### src/rtl/rf_pkg.sv
// Shared defaults and types for the parametrised register file.
package rf_pkg;

  localparam int RF_DATA_W   = 32;
  localparam int RF_ADDR_W   = 5;
  localparam int RF_ZERO_REG = 31;

  // Sweep FSM: CLEAR zeroes storage one entry per cycle, READY serves traffic.
  typedef enum logic [0:0] {
    RF_CLEAR = 1'b0,
    RF_READY = 1'b1
  } rf_state_t;

endpackage

### src/rtl/regfile_scoreboard_if.sv
// Decode/writeback-side bus of the register file. The decode side (master)
// drives addresses and enables; the register file (slave) returns read data,
// busy flags, ready and its FSM state for observation.
// Handshake: there is no valid/ready pairing on individual transfers. A write
// or issue is taken on the clk edge where its enable is high and ready is 1;
// with ready low, enables are ignored and reads return zero.
interface regfile_scoreboard_if
  import rf_pkg::*;
#(
  parameter int DATA_W = RF_DATA_W,
  parameter int ADDR_W = RF_ADDR_W
);
  logic [ADDR_W-1:0] read_addr1;
  logic [ADDR_W-1:0] read_addr2;
  logic [DATA_W-1:0] read_data1;
  logic [DATA_W-1:0] read_data2;
  logic              read_busy1;
  logic              read_busy2;
  logic [ADDR_W-1:0] write_addr;
  logic [DATA_W-1:0] write_data;
  logic              write_enable;
  logic [ADDR_W-1:0] issue_addr;
  logic              issue_enable;
  logic              clear_req;
  logic              ready;
  rf_state_t         dbg_state;

  modport master (
    output read_addr1, read_addr2, write_addr, write_data, write_enable,
           issue_addr, issue_enable, clear_req,
    input  read_data1, read_data2, read_busy1, read_busy2, ready, dbg_state
  );

  modport slave (
    input  read_addr1, read_addr2, write_addr, write_data, write_enable,
           issue_addr, issue_enable, clear_req,
    output read_data1, read_data2, read_busy1, read_busy2, ready, dbg_state
  );
endinterface

### src/rtl/rf_scoreboard.sv
// Per-register busy vector: set on issue of a long-latency op, cleared by
// its writeback, flushed wholesale on a clear sweep. Two combinational lookups.
module rf_scoreboard #(
  parameter int ADDR_W = 5
) (
  input  logic              clk,
  input  logic              rst,
  input  logic              set_en,
  input  logic [ADDR_W-1:0] set_addr,
  input  logic              clr_en,
  input  logic [ADDR_W-1:0] clr_addr,
  input  logic              flush,
  input  logic [ADDR_W-1:0] look_addr1,
  input  logic [ADDR_W-1:0] look_addr2,
  output logic              look_busy1,
  output logic              look_busy2
);
  localparam int DEPTH = 2 ** ADDR_W;

  logic [DEPTH-1:0] busy;

  // Clear is applied before set so a same-cycle writeback and issue leave the entry busy.
  always_ff @(posedge clk or posedge rst) begin
    if (rst) begin
      busy <= '0;
    end else if (flush) begin
      busy <= '0;
    end else begin
      if (clr_en) busy[clr_addr] <= 1'b0;
      if (set_en) busy[set_addr] <= 1'b1;
    end
  end

  assign look_busy1 = busy[look_addr1];
  assign look_busy2 = busy[look_addr2];
endmodule

### src/rtl/regfile_scoreboard.sv
// Parametrised register file with hardwired-zero register, optional
// write-to-read bypass, busy scoreboard and a post-reset zeroing sweep.
module regfile_scoreboard
  import rf_pkg::*;
#(
  parameter int DATA_W   = RF_DATA_W,
  parameter int ADDR_W   = RF_ADDR_W,
  parameter int ZERO_REG = RF_ZERO_REG,
  parameter bit BYPASS   = 1'b1
) (
  input logic                 clk,
  input logic                 rst,
  regfile_scoreboard_if.slave bus
);
  localparam int                DEPTH  = 2 ** ADDR_W;
  localparam logic [ADDR_W-1:0] ZERO_A = ADDR_W'(ZERO_REG);
  localparam logic [ADDR_W:0]   LAST   = (ADDR_W + 1)'(DEPTH - 1);

  logic [DATA_W-1:0] mem [DEPTH];
  rf_state_t         state;
  logic [ADDR_W:0]   idx;
  logic              is_ready;
  logic              do_write;
  logic              do_issue;
  logic              busy1;
  logic              busy2;

  assign is_ready = (state == RF_READY);
  // A clear request in the same cycle drops any write or issue.
  assign do_write = is_ready && !bus.clear_req && bus.write_enable && (bus.write_addr != ZERO_A);
  assign do_issue = is_ready && !bus.clear_req && bus.issue_enable && (bus.issue_addr != ZERO_A);

  // Sweep FSM: walk idx from 0 to DEPTH-1, then serve traffic until a clear request.
  always_ff @(posedge clk or posedge rst) begin
    if (rst) begin
      state <= RF_CLEAR;
      idx   <= '0;
    end else if (state == RF_CLEAR) begin
      idx <= idx + 1'b1;
      if (idx == LAST) state <= RF_READY;
    end else if (bus.clear_req) begin
      state <= RF_CLEAR;
      idx   <= '0;
    end
  end

  // Storage: sweep writes zeros, otherwise commit accepted writebacks. No reset on the array.
  always_ff @(posedge clk) begin
    if (state == RF_CLEAR) begin
      mem[idx[ADDR_W-1:0]] <= '0;
    end else if (do_write) begin
      mem[bus.write_addr] <= bus.write_data;
    end
  end

  rf_scoreboard #(.ADDR_W(ADDR_W)) u_scoreboard (
    .clk        (clk),
    .rst        (rst),
    .set_en     (do_issue),
    .set_addr   (bus.issue_addr),
    .clr_en     (do_write),
    .clr_addr   (bus.write_addr),
    .flush      (is_ready && bus.clear_req),
    .look_addr1 (bus.read_addr1),
    .look_addr2 (bus.read_addr2),
    .look_busy1 (busy1),
    .look_busy2 (busy2)
  );

  // Read muxes: zero outside READY and for the zero register, bypass, then storage.
  always_comb begin
    bus.read_data1 = '0;
    bus.read_busy1 = 1'b0;
    bus.read_data2 = '0;
    bus.read_busy2 = 1'b0;
    if (is_ready && bus.read_addr1 != ZERO_A) begin
      if (BYPASS && bus.write_enable && bus.write_addr == bus.read_addr1) begin
        bus.read_data1 = bus.write_data;
      end else begin
        bus.read_data1 = mem[bus.read_addr1];
        bus.read_busy1 = busy1;
      end
    end
    if (is_ready && bus.read_addr2 != ZERO_A) begin
      if (BYPASS && bus.write_enable && bus.write_addr == bus.read_addr2) begin
        bus.read_data2 = bus.write_data;
      end else begin
        bus.read_data2 = mem[bus.read_addr2];
        bus.read_busy2 = busy2;
      end
    end
  end

  assign bus.ready     = is_ready;
  assign bus.dbg_state = state;
endmodule
### src/flat_wrapper.sv
// flat-port wrapper written by rule: the top's interface ports become plain ports
module regfile_scoreboard_flat import rf_pkg::*;
#(
  parameter int DATA_W   = RF_DATA_W,
  parameter int ADDR_W   = RF_ADDR_W,
  parameter int ZERO_REG = RF_ZERO_REG,
  parameter bit BYPASS   = 1'b1
)
  (clk, rst, bus_read_addr1, bus_read_addr2, bus_write_addr, bus_write_data, bus_write_enable, bus_issue_addr, bus_issue_enable, bus_clear_req, bus_read_data1, bus_read_data2, bus_read_busy1, bus_read_busy2, bus_ready, bus_dbg_state);
  regfile_scoreboard_if #(.DATA_W(DATA_W), .ADDR_W(ADDR_W)) bus_i ();
  input logic clk;
  input logic rst;
  input wire logic [$bits(bus_i.read_addr1)-1:0] bus_read_addr1;
  input wire logic [$bits(bus_i.read_addr2)-1:0] bus_read_addr2;
  input wire logic [$bits(bus_i.write_addr)-1:0] bus_write_addr;
  input wire logic [$bits(bus_i.write_data)-1:0] bus_write_data;
  input wire logic [$bits(bus_i.write_enable)-1:0] bus_write_enable;
  input wire logic [$bits(bus_i.issue_addr)-1:0] bus_issue_addr;
  input wire logic [$bits(bus_i.issue_enable)-1:0] bus_issue_enable;
  input wire logic [$bits(bus_i.clear_req)-1:0] bus_clear_req;
  output wire logic [$bits(bus_i.read_data1)-1:0] bus_read_data1;
  output wire logic [$bits(bus_i.read_data2)-1:0] bus_read_data2;
  output wire logic [$bits(bus_i.read_busy1)-1:0] bus_read_busy1;
  output wire logic [$bits(bus_i.read_busy2)-1:0] bus_read_busy2;
  output wire logic [$bits(bus_i.ready)-1:0] bus_ready;
  output wire logic [$bits(bus_i.dbg_state)-1:0] bus_dbg_state;
  assign bus_i.read_addr1 = bus_read_addr1;
  assign bus_i.read_addr2 = bus_read_addr2;
  assign bus_i.write_addr = bus_write_addr;
  assign bus_i.write_data = bus_write_data;
  assign bus_i.write_enable = bus_write_enable;
  assign bus_i.issue_addr = bus_issue_addr;
  assign bus_i.issue_enable = bus_issue_enable;
  assign bus_i.clear_req = bus_clear_req;
  assign bus_read_data1 = bus_i.read_data1;
  assign bus_read_data2 = bus_i.read_data2;
  assign bus_read_busy1 = bus_i.read_busy1;
  assign bus_read_busy2 = bus_i.read_busy2;
  assign bus_ready = bus_i.ready;
  assign bus_dbg_state = bus_i.dbg_state;
  regfile_scoreboard #(.DATA_W(DATA_W), .ADDR_W(ADDR_W), .ZERO_REG(ZERO_REG), .BYPASS(BYPASS)) u_core (.clk(clk), .rst(rst), .bus(bus_i));
endmodule
### config.mk
export PLATFORM = sky130hd
export DESIGN_NAME = regfile_scoreboard_flat
export DESIGN_NICKNAME = d
export VERILOG_FILES = /design/src/rtl/rf_pkg.sv /design/src/rtl/regfile_scoreboard_if.sv /design/src/rtl/rf_scoreboard.sv /design/src/rtl/regfile_scoreboard.sv /design/src/flat_wrapper.sv
export SDC_FILE = /design/constraint.sdc
export NUM_CORES = 1
export LEC_CHECK = 0
export CAP_MARGIN = 30
export CELL_PAD_IN_SITES_DETAIL_PLACEMENT = 1
export CELL_PAD_IN_SITES_GLOBAL_PLACEMENT = 1
export CORE_MARGIN = 2
export CORE_UTILIZATION = 37
export DETAILED_ROUTE_END_ITERATION = 7
export GPL_ROUTABILITY_DRIVEN = 0
export PLACE_DENSITY = 0.68
export RECOVER_POWER = 25
export SETUP_SLACK_MARGIN = 0.2
export SLEW_MARGIN = 15
export SYNTH_ARGS = -nofsm -noshare
export SYNTH_HDL_FRONTEND = slang
export SYNTH_HIERARCHICAL = 1
export SYNTH_SLANG_ARGS = --single-unit
export TNS_END_PERCENT = 20
### constraint.sdc
create_clock -name clk -period 3.9 [get_ports clk]
set_input_delay 0.585 -clock clk [delete_from_list [all_inputs] [get_ports clk]]
set_output_delay 0.585 -clock clk [all_outputs]
set_load 0.1 [all_outputs]
==> reports/metrics.cfg, run 1 <==
[setup_path]
cp_data_required_time_ns=3.31
critPathTopFamily=compound AO/OA/AOI/OAI gates
max_stage_delay_ns=0.49
endpoint_kind=primary output
crit_fanout=18
cp.arrival_ns=3.15
crit_type=in -> out
cp_cell_sequence=buf_8, nor2b_4, buf_4, a221oi_1, o21ai_0, a21oi_1, a311o_1, buf_12
start_kind=input port
worst-path-buf-inv=3
critPathLaunch=bus_read_addr1[1]
critical-path-slowest-cell=nor2b_4
r2r_start=u_core/bus.dbg_state
r2r_slack_ns=0.30

[yosys]
synth_seq_cells=1063
synthArstFlopShare=0.0367
syn_avg_cell_area_um2=16.7
synth_fp_nets=3137
synth_cell_types=67
synth_ff_type=edfxtp_1
synth_edf_count=1024
syn_inst=3079
ys_warn_count=6
synth_area_mm2=0.0515
ys_seq_area_frac=0.616

[clock_network]
clk_path_buf_depth=3
ctsHoldBuffers=0
cts_sinks=1063
clkTransAtPathRegs_ns=0.06
cts_made_buffers=114
cts_root_buf=clkbuf_16
cts_tree=built
htreeDepth=3
insertion_delay_ns=0.72

[floorplan]
start_util=0.374
die_h_um=377
dieWidth_um=377
ioPinCount=125
rows=136
design.die.area_mm2=0.142
core_area_mm2=0.138

[final_layout]
multiInputGateArea_mm2=0.0187
area_growth_pct=19.7
layout_common_cells=edfxtp_1 (1,024), mux2i_1 (443), mux4_2 (340)
fill_cells=13229
layout.area.seq_mm2=0.0317
final_common_cell=edfxtp_1
nNetsFinal=3441
drive_gt1_frac=0.274
final_cells=5285

[routing]
wirelength_um=183000
first_pass_iters=6
avgRoutedWirePerCell_um=34.6
post_drt_via_cell_ratio=6.34
via_count=33530
drcViolationCount=0
drt_iter0_markers=3625
antenna_left=0

[power_and_ir_drop]
total_leakage_power_nw=20.8
power.density_mw_per_mm2=509
p_int_mw=22.3
pwr-share-clk=0.342
p_comb_frac=0.197
pwr-share-seq=0.461
switching_power_mw=9.16
netSwitchingFraction=0.291
total_power_mw=31.4
ir_worst_vdd_mv=0.444

[timing]
timing.hold.ws_ns=0.305
skew_ns=0.0357
tightestPinTransition_ns=1.16
min_period_ns=3.74
drv_slew=0
fmax_mhz=267
max_slew_margin=0.229
post-route-period-util=0.959
rsz0062_at_grt=true
hold_violations=0
setup_violations=0

[grt]
grt_max_degree=84
gr-total-overflow=0
grt_pass1_wl_um=260000
antenna_found_initial=6
gr-usage-all-layers=0.256
grt_pass1_vias=35188

[place]
dpl.hpwl_um=112000
dp_cells=5056
portBuffers=124

[worst_hold_path]
hp-class=in -> async

[flow_run]
drv_cap=0

[outcome]
status=completed

[sequential cells by signal, summed over array words and instances (netlist names)]
register	count
u_core/mem	1024
u_core/idx	6
u_core/bus.dbg_state	1
u_core/u_scoreboard/busy	32
[Yosys cell counts, types with 57 or more instances]
master / n / area [um^2]
edfxtp_1: 1024 / 30700
mux2i_1: 443 / 4430
mux4_2: 340 / 7660
a21oi_1: 158 / 791
nand2_1: 118 / 443
clkbuf_1: 108 / 405
o21ai_0: 104 / 521
a221oi_1: 76 / 666
buf_2: 67 / 335
nor2_1: 57 / 214
[power groups by stage]
stage | combinational (mW) | sequential (mW) | clock, mW
final | 6.20 | 14.5 | 10.7
after global routing | 6.39 | 14.6 | 11.3
after floorplan | 3.21 | 14.5 | 0
after CTS | 6.19 | 14.5 | 10.8
after detailed placement | 6.15 | 14.7 | 0
after global placement | 6.10 | 14.6 | 0
[area by class of cell]
cell class                 count  share of cell area
antenna                       12            0.000487
clock buffer                 146              0.0494
clock inverter                66             0.00974
inverter                       9            0.000568
multi-input combinational   1759               0.302
sequential                  1063               0.515
tap                         1794              0.0364
timing repair buffer         436              0.0864
[per-stage QoR]
stage	utilization	TNS [ns]	setup WS, ns	area [um^2]
6_report	0.447	0	0.161	61700
5_1_grt	0.447	0	0.111	61600
4_1_cts	0.448	0	0.110	61800
3_5_place_dp	0.421	-4.03	-0.264	58100
3_3_place_gp	0.421	-5.90	-0.273	58000
2_1_floorplan	-	-127.11	-0.252	51600
[cells by family after synthesis]
group | after synthesis | synth area share
xor gates and xnor gates | 11 | 0.00187
AOI/OAI and AO/OA | 660 | 0.0893
adders and majority gates | 1 | 0.000243
muxes | 783 | 0.235
DFF | 1063 | 0.616
buffers and inverters | 257 | 0.0296
and+or+nand+nor | 304 | 0.0287
[layer usage]
metal	GRT usage	wire [um]
met4	0.113	8730
met5	0	12
met1	0.335	71500
met2	0.416	86700
met3	0.0467	15700
[repair_timing]
item | 4_1_cts | 5_1_grt
gates resized for setup | 16 | 4
buffers inserted | 2 | 3
gates cloned | 0 | 0
pin swaps | 4 | 2
setup endpoints to repair | 57 | 19
hold endpoints to repair | 0 | 0
[worst paths after layout]
| path | end | cells past startpoint |
|---|---|---|
| max | bus_read_data1[17] | 8 |
| min | u_core/u_scoreboard/busy[20] | 2 |
| max reg2reg | u_core/mem[15][16] | 8 |
| min reg2reg | u_core/idx[5] | 1 |
| max in group asynchronous | u_core/u_scoreboard/busy[5] | 3 |
| min in group clk | u_core/idx[5] | 1 |
Power figures use the tool's default switching activity.
==> inputs of run 2 (changes only) <==
Settings changed: SLEW_MARGIN 15 to 20.
==> reports/metrics.cfg, run 2 (synthesis results as in run 1) <==
[timing]
fmax_mhz=265  ; -0.87%
setup_slack_ns=0.128  ; -0.0327 ns
setup_violations=0  ; unchanged
post-route-period-util=0.967  ; +0.00840
skew_ns=0.0287  ; -0.00696 ns
timing.hold.ws_ns=0.314  ; +0.00878 ns
tightestPinTransition_ns=1.21  ; +0.0501 ns
min_period_ns=3.77  ; +0.0327 ns
rsz0062_at_grt=true
hold_violations=0  ; unchanged
max_slew_margin=0.192  ; -0.0367
drv_slew=0  ; unchanged

[final_layout]
fin_util=0.448  ; +0.000599
final_common_cell=edfxtp_1
layout.area.seq_mm2=0.0317  ; about the same
nNetsFinal=3440  ; -0.029%
area_growth_pct=19.8
layout_common_cells=edfxtp_1 (1,024), mux2i_1 (443), mux4_2 (340)
top_register=u_core/mem
final_cells=5276  ; -0.17%
reg_top3=u_core/mem (1024), u_core/u_scoreboard/busy (32), u_core/idx (6)
fill_cells=13221  ; -0.060%
multiInputGateArea_mm2=0.0186  ; about the same
drive_gt1_frac=0.278  ; +0.00366
largest_reg_flops=1024  ; unchanged

[setup_path]
cp.arrival_ns=3.19  ; +0.04 ns
reg2reg_to=u_core/mem[22][22]
r2r_slack_ns=0.21  ; -0.09 ns
worst-path-buf-inv=4  ; +1
critical_path_depth=9  ; +1
crit_end=bus_read_data1[27]
critPathLaunch=bus_read_addr1[1]
crit_type=in -> out
cp_cell_sequence=buf_8, nor2b_4, buf_4, a221oi_1, a221oi_1, o211a_1, a21oi_1, buf_4, buf_12
crit_fanout=24  ; +6
r2r_start=u_core/bus.dbg_state
r2r_cells=5  ; -3
endpoint_kind=primary output
critPathTopFamily=buffers and inverters
cp_data_required_time_ns=3.31  ; about the same
start_kind=input port
max_stage_delay_ns=0.57  ; +0.08 ns
critical-path-slowest-cell=buf_4

[clock_network]
insertion_delay_ns=0.73  ; about the same
htreeDepth=3  ; unchanged
cts_tree=built
cts_root_buf=clkbuf_16
clk_path_buf_depth=3  ; unchanged
cts_made_buffers=114  ; unchanged
cts_sinks=1063  ; unchanged
clkTransAtPathRegs_ns=0.06  ; about the same

[floorplan]
rows=136  ; unchanged
design.die.area_mm2=0.142  ; unchanged
dieWidth_um=377  ; unchanged
core_area_mm2=0.138  ; unchanged
ioPinCount=125  ; unchanged
die_h_um=377  ; unchanged
start_util=0.374  ; unchanged

[place]
dpl.hpwl_um=112000  ; -0.11%
dp_cells=5056  ; unchanged
place_ws_ns=-0.277  ; -0.0129 ns
portBuffers=124  ; unchanged

[grt]
grt_pass1_vias=35316  ; +0.36%
gr-total-overflow=0  ; unchanged
gr-usage-all-layers=0.257  ; +0.00121
grt_pass1_wl_um=261000  ; +0.53%
grt_max_degree=84  ; unchanged
antenna_found_initial=8  ; +2

[flow_run]
drv_cap=0  ; unchanged

[power_and_ir_drop]
total_leakage_power_nw=20.8  ; +0.27%
power.density_mw_per_mm2=514  ; +0.82%
ir_worst_vdd_mv=0.386  ; -13%
total_power_mw=31.7  ; +0.96%

[worst_hold_path]
hp-class=in -> async

[routing]
drcViolationCount=0  ; unchanged
via_count=33666  ; +0.41%
wirelength_um=183000  ; +0.30%
post_drt_via_cell_ratio=6.38  ; +0.58%
drt_iter0_markers=3746  ; +3.3%
first_pass_iters=6  ; unchanged
antenna_left=0  ; unchanged
avgRoutedWirePerCell_um=34.7  ; +0.47%

[outcome]
status=completed

==> run 2: worst reg2reg max path: stages (launching register included) <==
cell,delay [ns]
dfrtp_2,0.56
nand3b_1,0.26
a41oi_1,0.70
clkbuf_1,0.93
and2_0,0.28
clkbuf_1,0.64
==> run 2: per-layer routing <==
metal  global-route usage  routed length [um]  up-vias
met5                    0                  58        -
met4                0.109                8560        8
met3               0.0471               16000      387
met2                0.420               87400     1781
met1                0.336               71200    17907
li1                     -                   -    13583
==> run 2: how the worst min path moves through the flow <==
stage | startpoint | end | slack [ns] | cells after the start
floorplan | rst | u_core/bus.dbg_state | 0.39 | 1
global placement | u_core/idx[5] | u_core/idx[5] | 0.47 | 1
detailed placement | u_core/idx[5] | u_core/idx[5] | 0.48 | 1
CTS | rst | u_core/idx[0] | 0.17 | 2
global route | rst | u_core/idx[3] | 0.32 | 2
finish | rst | u_core/idx[4] | 0.31 | 2
==> run 2: per-stage QoR <==
step | cell area, um^2 | setup TNS (ns)
6_report | 61700 | 0
5_1_grt | 61700 | 0
4_1_cts | 61900 | 0
3_5_place_dp | 58000 | -4.51
3_3_place_gp | 58000 | -5.90
2_1_floorplan | 51600 | -127.11
==> run 2: what timing repair did <==
item,in CTS,in global routing
cloned,0,0
hold buffers,0,0
pin swaps,5,1
gates resized for setup,14,4
buffers inserted,2,2
setup endpoints to repair,60,22
==> run 2: where the power goes <==
group / switching (mW) / internal (mW)
Sequential: 0.591 / 13.9
Clock: 4.72 / 6.32
Combinational: 3.94 / 2.26
Total: 9.24 / 22.5
==> run 2: final cells by class <==
class	count	share of cell area
sequential	1063	0.514
timing repair buffer	435	0.0864
inverter	9	0.000567
multi-input combinational	1759	0.302
antenna	2	0.0000811
clock buffer	130	0.0475
tap	1794	0.0364
clock inverter	84	0.0132
